==> src/rtl/uart_tx_frame_cfg.sv <==
// UART transmitter with configurable data width, runtime parity and stop bits,
// per-bit oversampling and a one-word holding register for gap-free streaming.
module uart_tx_frame_cfg #(
  parameter int DATA_BITS  = 8,
  parameter int OVERSAMPLE = 1
) (
  input  logic                 i_clk,
  input  logic                 i_rst,
  input  logic                 i_baud_tick,
  input  logic                 i_tx_valid,
  output logic                 o_tx_ready,
  input  logic [DATA_BITS-1:0] i_tx_data,
  input  logic [1:0]           i_par_mode,
  input  logic                 i_two_stop,
  output logic                 o_tx_out,
  output logic                 o_tx_busy,
  output logic                 o_tx_done
);
  localparam int TW = (OVERSAMPLE > 1) ? $clog2(OVERSAMPLE) : 1;
  localparam int BW = $clog2(DATA_BITS + 1);
  localparam logic [TW-1:0] TICK_LAST = TW'(OVERSAMPLE - 1);
  localparam logic [BW-1:0] BIT_LAST  = BW'(DATA_BITS - 1);

  typedef enum logic [2:0] {ST_IDLE, ST_START, ST_DATA, ST_PARITY, ST_STOP} state_t;

  state_t               r_state;
  logic [DATA_BITS-1:0] r_shift;
  logic [DATA_BITS-1:0] r_hold_data;
  logic [1:0]           r_hold_par;
  logic                 r_hold_two;
  logic                 r_hold_full;
  logic                 r_par_en;
  logic                 r_par_bit;
  logic                 r_two_stop;
  logic                 r_stop_cnt;
  logic [TW-1:0]        r_tick_cnt;
  logic [BW-1:0]        r_bit_cnt;
  logic                 r_tx_out;
  logic                 r_tx_done;

  logic                 w_accept;
  logic                 w_bit_end;
  logic                 w_frame_end;
  logic                 w_load;
  logic                 w_hold_wr;
  logic [DATA_BITS-1:0] w_ld_data;
  logic [1:0]           w_ld_par;
  logic                 w_ld_two;

  assign w_accept    = i_tx_valid && !r_hold_full;
  assign w_bit_end   = i_baud_tick && (r_state != ST_IDLE) && (r_tick_cnt == TICK_LAST);
  assign w_frame_end = (r_state == ST_STOP) && w_bit_end && (r_stop_cnt == r_two_stop);
  // Shifter reloads from idle, or at frame end from hold (or straight from the
  // input when hold is empty, so a same-edge accept never enters the hold).
  assign w_load      = ((r_state == ST_IDLE) && w_accept) ||
                       (w_frame_end && (r_hold_full || w_accept));
  assign w_hold_wr   = w_accept && (r_state != ST_IDLE) && !w_frame_end;
  assign w_ld_data   = r_hold_full ? r_hold_data : i_tx_data;
  assign w_ld_par    = r_hold_full ? r_hold_par  : i_par_mode;
  assign w_ld_two    = r_hold_full ? r_hold_two  : i_two_stop;

  assign o_tx_ready  = !r_hold_full;
  assign o_tx_out    = r_tx_out;
  assign o_tx_busy   = (r_state != ST_IDLE);
  assign o_tx_done   = r_tx_done;

  always_ff @(posedge i_clk or posedge i_rst) begin
    if (i_rst) begin
      r_state     <= ST_IDLE;
      r_shift     <= '0;
      r_hold_data <= '0;
      r_hold_par  <= '0;
      r_hold_two  <= 1'b0;
      r_hold_full <= 1'b0;
      r_par_en    <= 1'b0;
      r_par_bit   <= 1'b0;
      r_two_stop  <= 1'b0;
      r_stop_cnt  <= 1'b0;
      r_tick_cnt  <= '0;
      r_bit_cnt   <= '0;
      r_tx_out    <= 1'b1;
      r_tx_done   <= 1'b0;
    end else begin
      r_tx_done <= w_frame_end;

      if (w_hold_wr) begin
        r_hold_data <= i_tx_data;
        r_hold_par  <= i_par_mode;
        r_hold_two  <= i_two_stop;
        r_hold_full <= 1'b1;
      end else if (w_frame_end && r_hold_full) begin
        r_hold_full <= 1'b0;
      end

      if (i_baud_tick && (r_state != ST_IDLE))
        r_tick_cnt <= w_bit_end ? '0 : r_tick_cnt + 1'b1;

      if (w_load) begin
        r_state    <= ST_START;
        r_tx_out   <= 1'b0;
        r_shift    <= w_ld_data;
        r_par_en   <= (w_ld_par == 2'b01) || (w_ld_par == 2'b10);
        r_par_bit  <= (w_ld_par == 2'b01) ? ~^w_ld_data : ^w_ld_data;
        r_two_stop <= w_ld_two;
        r_tick_cnt <= '0;
        r_bit_cnt  <= '0;
        r_stop_cnt <= 1'b0;
      end else if (w_bit_end) begin
        case (r_state)
          ST_START: begin
            r_state  <= ST_DATA;
            r_tx_out <= r_shift[0];
          end
          ST_DATA: begin
            if (r_bit_cnt == BIT_LAST) begin
              r_state  <= r_par_en ? ST_PARITY : ST_STOP;
              r_tx_out <= r_par_en ? r_par_bit : 1'b1;
            end else begin
              r_bit_cnt <= r_bit_cnt + 1'b1;
              r_shift   <= r_shift >> 1;
              r_tx_out  <= r_shift[1];
            end
          end
          ST_PARITY: begin
            r_state  <= ST_STOP;
            r_tx_out <= 1'b1;
          end
          ST_STOP: begin
            if (r_stop_cnt == r_two_stop) begin
              r_state  <= ST_IDLE;
              r_tx_out <= 1'b1;
            end else begin
              r_stop_cnt <= 1'b1;
            end
          end
          default: r_state <= ST_IDLE;
        endcase
      end
    end
  end
endmodule

==> config.mk <==
export PLATFORM = sky130hd
export DESIGN_NAME = uart_tx_frame_cfg
export DESIGN_NICKNAME = d
export VERILOG_FILES = /design/src/rtl/uart_tx_frame_cfg.sv
export SDC_FILE = /design/constraint.sdc
export NUM_CORES = 1
export LEC_CHECK = 0
export ABC_AREA = 1
export BUFFER_PORTS_ARGS = -buffer_cell sky130_fd_sc_hd__buf_2
export CAP_MARGIN = 15
export CORE_MARGIN = 4
export CORE_UTILIZATION = 40
export DETAILED_ROUTE_END_ITERATION = 8
export SLEW_MARGIN = 5
export SYNTH_ARGS = -nofsm -noshare
export SYNTH_HDL_FRONTEND = slang
export SYNTH_SLANG_ARGS = --single-unit
==> constraint.sdc <==
create_clock -name i_clk -period 2.5 [get_ports i_clk]
set_clock_uncertainty 0.15 [all_clocks]
set_input_delay 0.25 -clock i_clk [delete_from_list [all_inputs] [get_ports i_clk]]
set_output_delay 0.25 -clock i_clk [all_outputs]
set_load 0.01 [all_outputs]
==> flow_summary.ini, run 1 <==
[finish]
syn_to_final_growth_pct = 11.7
seqCellArea_sq_um = 852
nNetsFinal = 312
nFillCells = 503
multiInputGateArea_sq_um = 968
drive_gt1_share_pct = 16.2
antenna_cells = 0

[setup_path]
crit_start = r_hold_full$_DFFE_PP0P_
arrival_ns = 1.88
required_ns = 2.53
cp_common_cell = nand2_1
path_delay_family = flip-flops
reg2reg_from = r_hold_full$_DFFE_PP0P_
critPathLaunchType = flop
cp_slowest_cell = dfrtp_1
slowest_delay_ns = 0.51
worstPathBufferInverterCount = 1
worstPathCellList = buf_4, o21ai_0, nand2_1, nand2_1, nand3_1, nand2_1, nand2_1, nand3_1, nand2_1
cp_max_fo = 14
cp-end-kind = flop
crit_type = reg -> reg

[synth]
seq_area_frac_synth_pct = 42.4
synth_common_cells = nand2_1, dfrtp_1, inv_1
synth_ff_type = dfrtp_1
yosys_warnings = 0
synth_top_area_cell = dfrtp_1
syn_area_sq_mm = 0.00201
synth_seq_cells = 34
syn-num-nets = 291
yosysTopAreaCellShare_pct = 41.1
synth_edf_count = 0
async_reset_ff_share_pct = 100
synth_xor_area_share_pct = 1.74
yosys.area_share.adder_pct = 1.24
syn_avg_cell_area_sq_um = 7.34
synth_top_family_by_area = simple AND/OR/NAND/NOR gates
yosys.area_share.simple_pct = 35.8
synth_compound_area_share_pct = 9.40
synthCells = 274
synth.distinct_cells = 33
post-synth-top-count-cell = nand2_1
synth.area.mux_share_pct = 0
yosys-top-cells-area = dfrtp_1, nand2_1, inv_1

[power_and_ir_drop]
powerDensity_mw_per_mm2 = 1150
p_leak_nw = 1.20
internal_power_mw = 1.46
clockPowerShare_pct = 16.1
power_switching_mw = 1.13
pwr-share-comb_pct = 46.9
vdd_drop_max_uv = 562
swShare_pct = 43.7
pwr-share-seq_pct = 37.0

[routing]
drtIter0Drc = 74
routedWlPerCell_um = 10.4
dr.pass1.iters = 5
wl_mm = 3.78
antenna_left = 0
route.detailed.drc = 0
dr_total_vias = 1643
routed_via_density = 4.53

[die]
dieArea_sq_mm = 0.00623
initial_utilization_pct = 42.0
num_rows = 25
chipHeight_um = 78.9
pin_count = 19
die_w_um = 78.9
core_region_area_sq_mm = 0.00479

[clock_network]
path_clk_slew_ns = 0.07
cts_buffers = 5
cts_tree = built
clockRootBuffer = clkbuf_8
insertion_delay_ns = 0.29
clk_path_buf_depth = 2
clkSinkCount = 34
htreeDepth = 2

[grt]
antenna_found_initial = 0
gr-total-overflow = 0
grt_usage_pct = 13.9
grt_pass1_vias = 1576
grt_max_degree = 35
grt_pass1_wl_mm = 6.73

[hold_path]
worstHoldStart = i_two_stop
min_path_type = in -> reg

[timing]
setup_viol = 0
worst_slack_ns = 0.647
hold_viol = 0
holdWs_ns = 0.0688
maxSlewHeadroom_pct = 69.9
period_minus_slack_ns = 1.85
grt_setup_unrepaired = no
setup-tns-final_ns = 0
tightest_slew_ns = 0.451
maxClockFrequency_ghz = 0.540
period_share_pct = 74.1
slew_viol_final = 0

[placed_design]
place.port_buffers = 18
place_ws_ns = 0.665
globalplace.congestion = 0.745
post-dp-hpwl_mm = 2.79

[status]
outcome = complete, no violations

[run]
max_cap_violations = 0
## cells by family after synthesis
family                     count (synthesis)
buffers and inverters                     43
adders and majority gates                  2
xor gates and xnor gates                   4
and+or+nand+nor                          158
DFF                                       34
AOI/OAI and AO/OA                         33
## layout make-up
cell class                 instances  share of cell area, %
clock buffer                       7                   3.84
clock inverter                     1                  0.223
inverter                          36                   6.02
multi-input combinational        197                   43.1
sequential                        34                   37.9
tap                               67                   3.73
timing repair buffer              21                   5.13
## routing by layer
metal,global-route usage [%],wire length [um]
met1,17.4,1910
met2,22.4,1650
met3,3.51,135
met5,0,0
met4,6.70,82
## power groups by stage
stage	registers, mW	logic (mW)	clock network, mW
final	0.958	1.21	0.416
after global routing	0.996	1.44	0.467
after CTS	0.957	1.24	0.439
after detailed placement	0.966	1.23	0
after global placement	0.967	1.21	0
after floorplan	0.931	1.03	0
## metrics by stage
step	instance area, sq um	instances	utilization, %	power, mW
after floorplan	2010	274	-	1.96
after global placement	2140	354	44.8	2.18
after detailed placement	2140	354	44.8	2.20
after CTS	2250	363	46.9	2.63
after global routing	2250	363	46.9	2.90
final	2250	363	46.9	2.59
## cells in the final DEF (no fill, tap or decap), types with 2 or more instances in the layout
cell and count:
nand2_1 108, dfrtp_1 33, inv_1 31, o21ai_0 18
buf_2 18, nand3_1 17, nor2_1 15, clkbuf_8 6
inv_2 5, o21ai_1 5, a21oi_1 4, xor2_1 3
nor2_2 3, nor2_4 3, nand2_4 2, nand2_2 2
nor3_1 2, ha_1 2, buf_4 2
## worst paths after layout
kind,end,cells past startpoint,slack [ns]
max in group asynchronous,o_tx_out$_DFFE_PP1P_,4,1.37
max,r_par_bit$_DFFE_PP0P_,9,0.65
min in group asynchronous,r_tick_cnt$_DFFE_PP0P_,4,0.47
max reg2reg,r_par_bit$_DFFE_PP0P_,9,0.65
min,r_hold_two$_DFFE_PP0P_,3,0.07
min reg2reg,r_shift[0]$_DFFE_PP0P_,2,0.33
## flip-flops by register name, summed over array words and instances (netlist names), 2 cells and up
signal,cells
r_state,3
r_shift,8
r_hold_par,2
r_bit_cnt,4
r_hold_data,8
## tightest hold or removal path, cell delays in order
cell and delay [ns]:
buf_2 0.09, nand3_1 0.07, nand2_1 0.06
## what timing repair did
action / CTS / global route
hold buffers: 1 / 0
resized for setup: 0 / 0
hold endpoints to repair: 33 / 0
setup buffers: 0 / 0
Note: power is estimated with default switching activity, not from simulation.
==> run 2, diff against run 1 <==
- clock period: 2.5 -> 1.8 ns (I/O delays scaled with it)
==> run 2 against run 1 <==
Clock power grew 40%. Non-clock buffer count up 8. Power increased by 46%. Final area increased by 4.7%. Flip-flop and latch count is the same. Die area stayed put. Sequential power is 40% higher. Via count is 2.7% higher. Wire length up 5.5%. Critical path depth is 1 lower.
==> flow_summary.ini, run 2 (same netlist as run 1, synthesis figures left out) <==
[hold_path]
min_path_type = in -> reg
whs_path_depth = 3
worstHoldEndpoint = r_hold_data[4]$_DFFE_PP0P_
worstHoldStart = i_tx_data[4]

[run]
max_cap_violations = 0

[power_and_ir_drop]
internal_power_mw = 2.14
pwr-share-seq_pct = 35.5
clockPowerShare_pct = 15.5
pwr-share-comb_pct = 49.0
vdd_drop_max_uv = 652
p_leak_nw = 1.25
swShare_pct = 43.2
power_switching_mw = 1.63
power_mw = 3.77
powerDensity_mw_per_mm2 = 1600

[placed_design]
post-dp-hpwl_mm = 2.95
place_ws_ns = 0.0160
place.port_buffers = 18
globalplace.congestion = 0.756

[grt]
antenna_found_initial = 0
grt_pass1_vias = 1577
gr-total-overflow = 0
grt_pass1_wl_mm = 7.07
grt_usage_pct = 14.4
grt_max_degree = 35

[finish]
reg_top3 = r_hold_data (8), r_shift (8), r_bit_cnt (4)
layout_commonest_cell = nand2_1
antenna_cells = 0
layout_common_cells = nand2_1, inv_1, dfrtp_1, buf_2, nand3_1
drive_gt1_share_pct = 19.4
syn_to_final_growth_pct = 16.9
nNetsFinal = 320

[timing]
period_minus_slack_ns = 1.69
holdWs_ns = 0.0141
slew_viol_final = 0
maxSlewHeadroom_pct = 71.2
maxClockFrequency_ghz = 0.592
hold_viol = 0
grt_setup_unrepaired = yes
tightest_slew_ns = 0.432
setup_viol = 0
setup-tns-final_ns = 0
period_share_pct = 93.8
worst_slack_ns = 0.111

[routing]
drtIter0Drc = 55
routedWlPerCell_um = 10.7
wl_mm = 3.99
dr_total_vias = 1688
route.detailed.drc = 0
routed_via_density = 4.55
dr.pass1.iters = 5
antenna_left = 0

[setup_path]
reg2reg_from = r_state[1]$_DFFE_PP0P_
arrival_ns = 1.71
critPathLaunchType = flop
cp_max_fo = 15
r2r_slack_ns = 0.11
cp-end-kind = flop
r2r_end = r_bit_cnt[0]$_DFFE_PP0P_
crit_type = reg -> reg
required_ns = 1.82
r2r_cells = 8

[die]
dieArea_sq_mm = 0.00623
die_w_um = 78.9
core_region_area_sq_mm = 0.00479
pin_count = 19
chipHeight_um = 78.9
num_rows = 25
initial_utilization_pct = 42.0

[clock_network]
insertion_delay_ns = 0.29
clockRootBuffer = clkbuf_8
clkSinkCount = 34
path_clk_slew_ns = 0.07
cts_tree = built
htreeDepth = 2
cts_buffers = 5
clk_path_buf_depth = 2

[status]
outcome = complete, no violations
-- run 2: cell count changes in the layout (fill, tap and decap cells not counted), moves of 2 or more --
| cell | delta |
|---|---|
| buf_4 | +6 |
| o21ai_0 | -3 |
| o21ai_1 | +3 |
| dfrtp_1 | -2 |
| dfrtp_2 | +2 |
-- run 2: per-stage QoR --
step	area (sq um)	instances	utilization, %
after global routing	2350	371	49.1
final	2350	371	49.1
after detailed placement	2200	360	46.0
after global placement	2200	360	46.0
after floorplan	2010	274	-
after CTS	2320	370	48.4
-- run 2: cell type report --
cell class,count,area [sq um]
repair buffers,29,190
inverters,36,140
clock buffers,7,86.3
multi-input cells,197,991
flip-flops and latches,34,855
fillers,493,2430
well taps,67,83.8
clock inverters,1,5.00
-- run 2: how the worst max path moves through the flow --
stage | from | to | depth (start not counted)
floorplan | r_hold_full$_DFFE_PP0P_ | r_par_bit$_DFFE_PP0P_ | 13
global placement | r_state[1]$_DFFE_PP0P_ | r_state[1]$_DFFE_PP0P_ | 8
detailed placement | r_hold_full$_DFFE_PP0P_ | r_par_bit$_DFFE_PP0P_ | 11
CTS | r_state[1]$_DFFE_PP0P_ | r_state[1]$_DFFE_PP0P_ | 8
global route | r_state[1]$_DFFE_PP0P_ | r_state[1]$_DFFE_PP0P_ | 8
finish | r_state[1]$_DFFE_PP0P_ | r_bit_cnt[0]$_DFFE_PP0P_ | 8
-- run 2: critical path: stages (launching register included) --
cell	delay (ns)
dfrtp_1	0.41
nor2_4	0.17
nand4_2	0.15
nor2_4	0.18
o21ai_4	0.12
nand2_8	0.14
inv_2	0.11
nand3_1	0.08
o21ai_1	0.06
-- run 2: power by group through the flow --
stage	Sequential, mW	Clock (mW)	Combinational [mW]
floorplan	1.29	0	1.43
global placement	1.32	0	1.80
detailed placement	1.33	0	1.83
CTS	1.32	0.605	1.85
global route	1.39	0.646	2.15
finish	1.34	0.583	1.85
-- run 2: metal layers --
metal  track usage [%]  part of all wire [%]
met1              18.3                    49
met2              23.5                    46
met3              3.06                   3.2
met4              6.19                   1.8
met5                 0                     0
-- run 2: timing repair --
| action | CTS | global route |
|---|---|---|
| endpoints found under the hold margin | 34 | 0 |
| setup endpoints to repair | 1 | 21 |
| hold buffers | 2 | 0 |
| gates resized for setup | 1 | 10 |
| buffers inserted | 0 | 1 |
| pin swaps | 0 | 1 |
==> run 3, diff against run 2 <==
- CORE_MARGIN: 4 -> 2
==> run 3 against run 2 <==
Setup slack worse by 0.021 ns. Clock-buffer cell count stayed put. Utilization is 1.3 points higher. Critical path depth grew 2. Critical endpoint is now r_bit_cnt[2]$_DFFE_PP0P_. Highest routed layer unchanged.
==> flow_summary.ini, run 3 (same netlist as run 1, synthesis figures left out) <==
[grt]
antenna_found_initial = 0
grt_use_met3_pct = 4.02
grt_max_degree = 35
use_met2_pct = 25.4
grt_pass1_vias = 1578
use_met1_pct = 20.7
grt_usage_pct = 15.7
gr-total-overflow = 0
grt.busiest_layer = met2
grt_pass1_wl_mm = 6.70

[timing]
slew_viol_final = 0
tightest_slew_ns = 0.443
hold_viol = 0
period_minus_slack_ns = 1.71
setup-tns-final_ns = 0
period_share_pct = 95.0
holdWs_ns = 0.0122
grt_setup_unrepaired = yes
maxSlewHeadroom_pct = 70.5
setup_viol = 0
maxClockFrequency_ghz = 0.585

[clock_network]
clk_path_buf_depth = 2
clockRootBuffer = clkbuf_8
htreeDepth = 2
clkSinkCount = 34
insertion_delay_ns = 0.28
cts_buffers = 5
path_clk_slew_ns = 0.07
cts_tree = built

[routing]
dr.pass1.iters = 4
antenna_left = 0
dr_total_vias = 1713
routed_via_density = 4.53
wl_mm = 3.94
drtIter0Drc = 76
route.detailed.drc = 0
routedWlPerCell_um = 10.4

[setup_path]
r2r_slack_ns = 0.09
critPathLaunchType = flop
crit_start = r_state[1]$_DFFE_PP0P_
cp_max_fo = 9
arrival_ns = 1.73
crit_path_end = r_bit_cnt[2]$_DFFE_PP0P_
required_ns = 1.82
cp-end-kind = flop
reg2reg_from = r_state[1]$_DFFE_PP0P_
r2r_end = r_bit_cnt[2]$_DFFE_PP0P_
crit_type = reg -> reg
r2r_cells = 10

[finish]
postLayoutCellArea_sq_mm = 0.00241
nNetsFinal = 327
layout_common_cells = nand2_1, dfrtp_1, inv_1, buf_2, nand3_1
reg_top3 = r_hold_data (8), r_shift (8), r_bit_cnt (4)
stdcell_count = 378
drive_gt1_share_pct = 23.2
fin_util_pct = 50.4
antenna_cells = 0
layout_commonest_cell = nand2_1
syn_to_final_growth_pct = 19.9
nFillCells = 479

[placed_design]
post-dp-hpwl_mm = 2.90
dp.cells = 358
placed_area_sq_mm = 0.00219
globalplace.congestion = 0.790
place.port_buffers = 18

[die]
initial_utilization_pct = 42.0
num_rows = 25
chipHeight_um = 74.9
pin_count = 19
dieArea_sq_mm = 0.00561
core_region_area_sq_mm = 0.00479
die_w_um = 74.9

[status]
outcome = complete, no violations

[power_and_ir_drop]
p_leak_nw = 1.28
powerDensity_mw_per_mm2 = 1600
vdd_drop_max_uv = 684

[hold_path]
min_path_type = in -> reg

[run]
max_cap_violations = 0
## run 3: cell types whose count changed in the layout (fill, tap and decap cells not counted), moves of 2 or more
cell     before  now
buf_4         8   14
nand2_2       2    5
nor2_2        2    4
nor2_1       15   13
inv_2         4    6
inv_1        31   29
nand2_1     108  105
## run 3: what timing repair did
| item | in CTS | in global routing |
|---|---|---|
| resized for setup | 0 | 15 |
| setup endpoints to repair | 0 | 10 |
| endpoints found under the hold margin | 33 | 0 |
| hold buffers | 1 | 0 |
| setup buffers | 0 | 11 |
## run 3: final cells by class
| cell class | count | area [sq um] | area share, % |
|---|---|---|---|
| inverters | 36 | 138 | 5.71 |
| clock buffers | 7 | 86.3 | 3.58 |
| clock inverters | 1 | 5.00 | 0.208 |
| repair buffers | 36 | 256 | 10.6 |
| flip-flops and latches | 34 | 853 | 35.4 |
| well taps | 67 | 83.8 | 3.48 |
| multi-input cells | 197 | 988 | 41.0 |
## run 3: worst min path at each step
stage,from,endpoint,slack (ns),cells after the start
floorplan,i_rst,o_tx_done$_DFF_PP0_,0.17,1
global placement,i_rst,r_tick_cnt$_DFFE_PP0P_,0.15,3
detailed placement,i_rst,r_tick_cnt$_DFFE_PP0P_,0.16,3
CTS,i_two_stop,r_hold_two$_DFFE_PP0P_,0.01,3
global route,i_tx_data[4],r_hold_data[4]$_DFFE_PP0P_,0.02,3
finish,i_tx_data[4],r_hold_data[4]$_DFFE_PP0P_,0.01,3
## run 3: critical path: stages (launching register included)
cell,delay [ns]
dfrtp_1,0.44
nor2_4,0.06
buf_4,0.14
nand2_4,0.09
inv_2,0.06
nor2_4,0.11
nand2_4,0.09
nor2_8,0.20
nand2_2,0.07
xor2_1,0.16
nor2_2,0.04
## run 3: through the flow
step,power (mW),worst slack (ns)
after global placement,3.08,0.0698
after detailed placement,3.11,0.0380
after floorplan,2.72,0.0513
after global routing,4.26,-0.0186
final,3.85,0.0903
after CTS,3.71,0.0245
## run 3: metal layers
metal  wire (um)  vias to the layer above
met2        1770                       19
met3         110                        5
met1        2020                      766
met5           0                        -
li1            -                      923
met4          39                        0
## run 3: where the power goes
| group | total [mW] | leakage, nW | internal, mW | switching (mW) |
|---|---|---|---|---|
| logic | 1.94 | 0.813 | 0.813 | 1.13 |
| registers | 1.33 | 0.423 | 1.09 | 0.239 |
| clock network | 0.578 | 0.0482 | 0.309 | 0.269 |
| total | 3.85 | 1.28 | 2.21 | 1.64 |
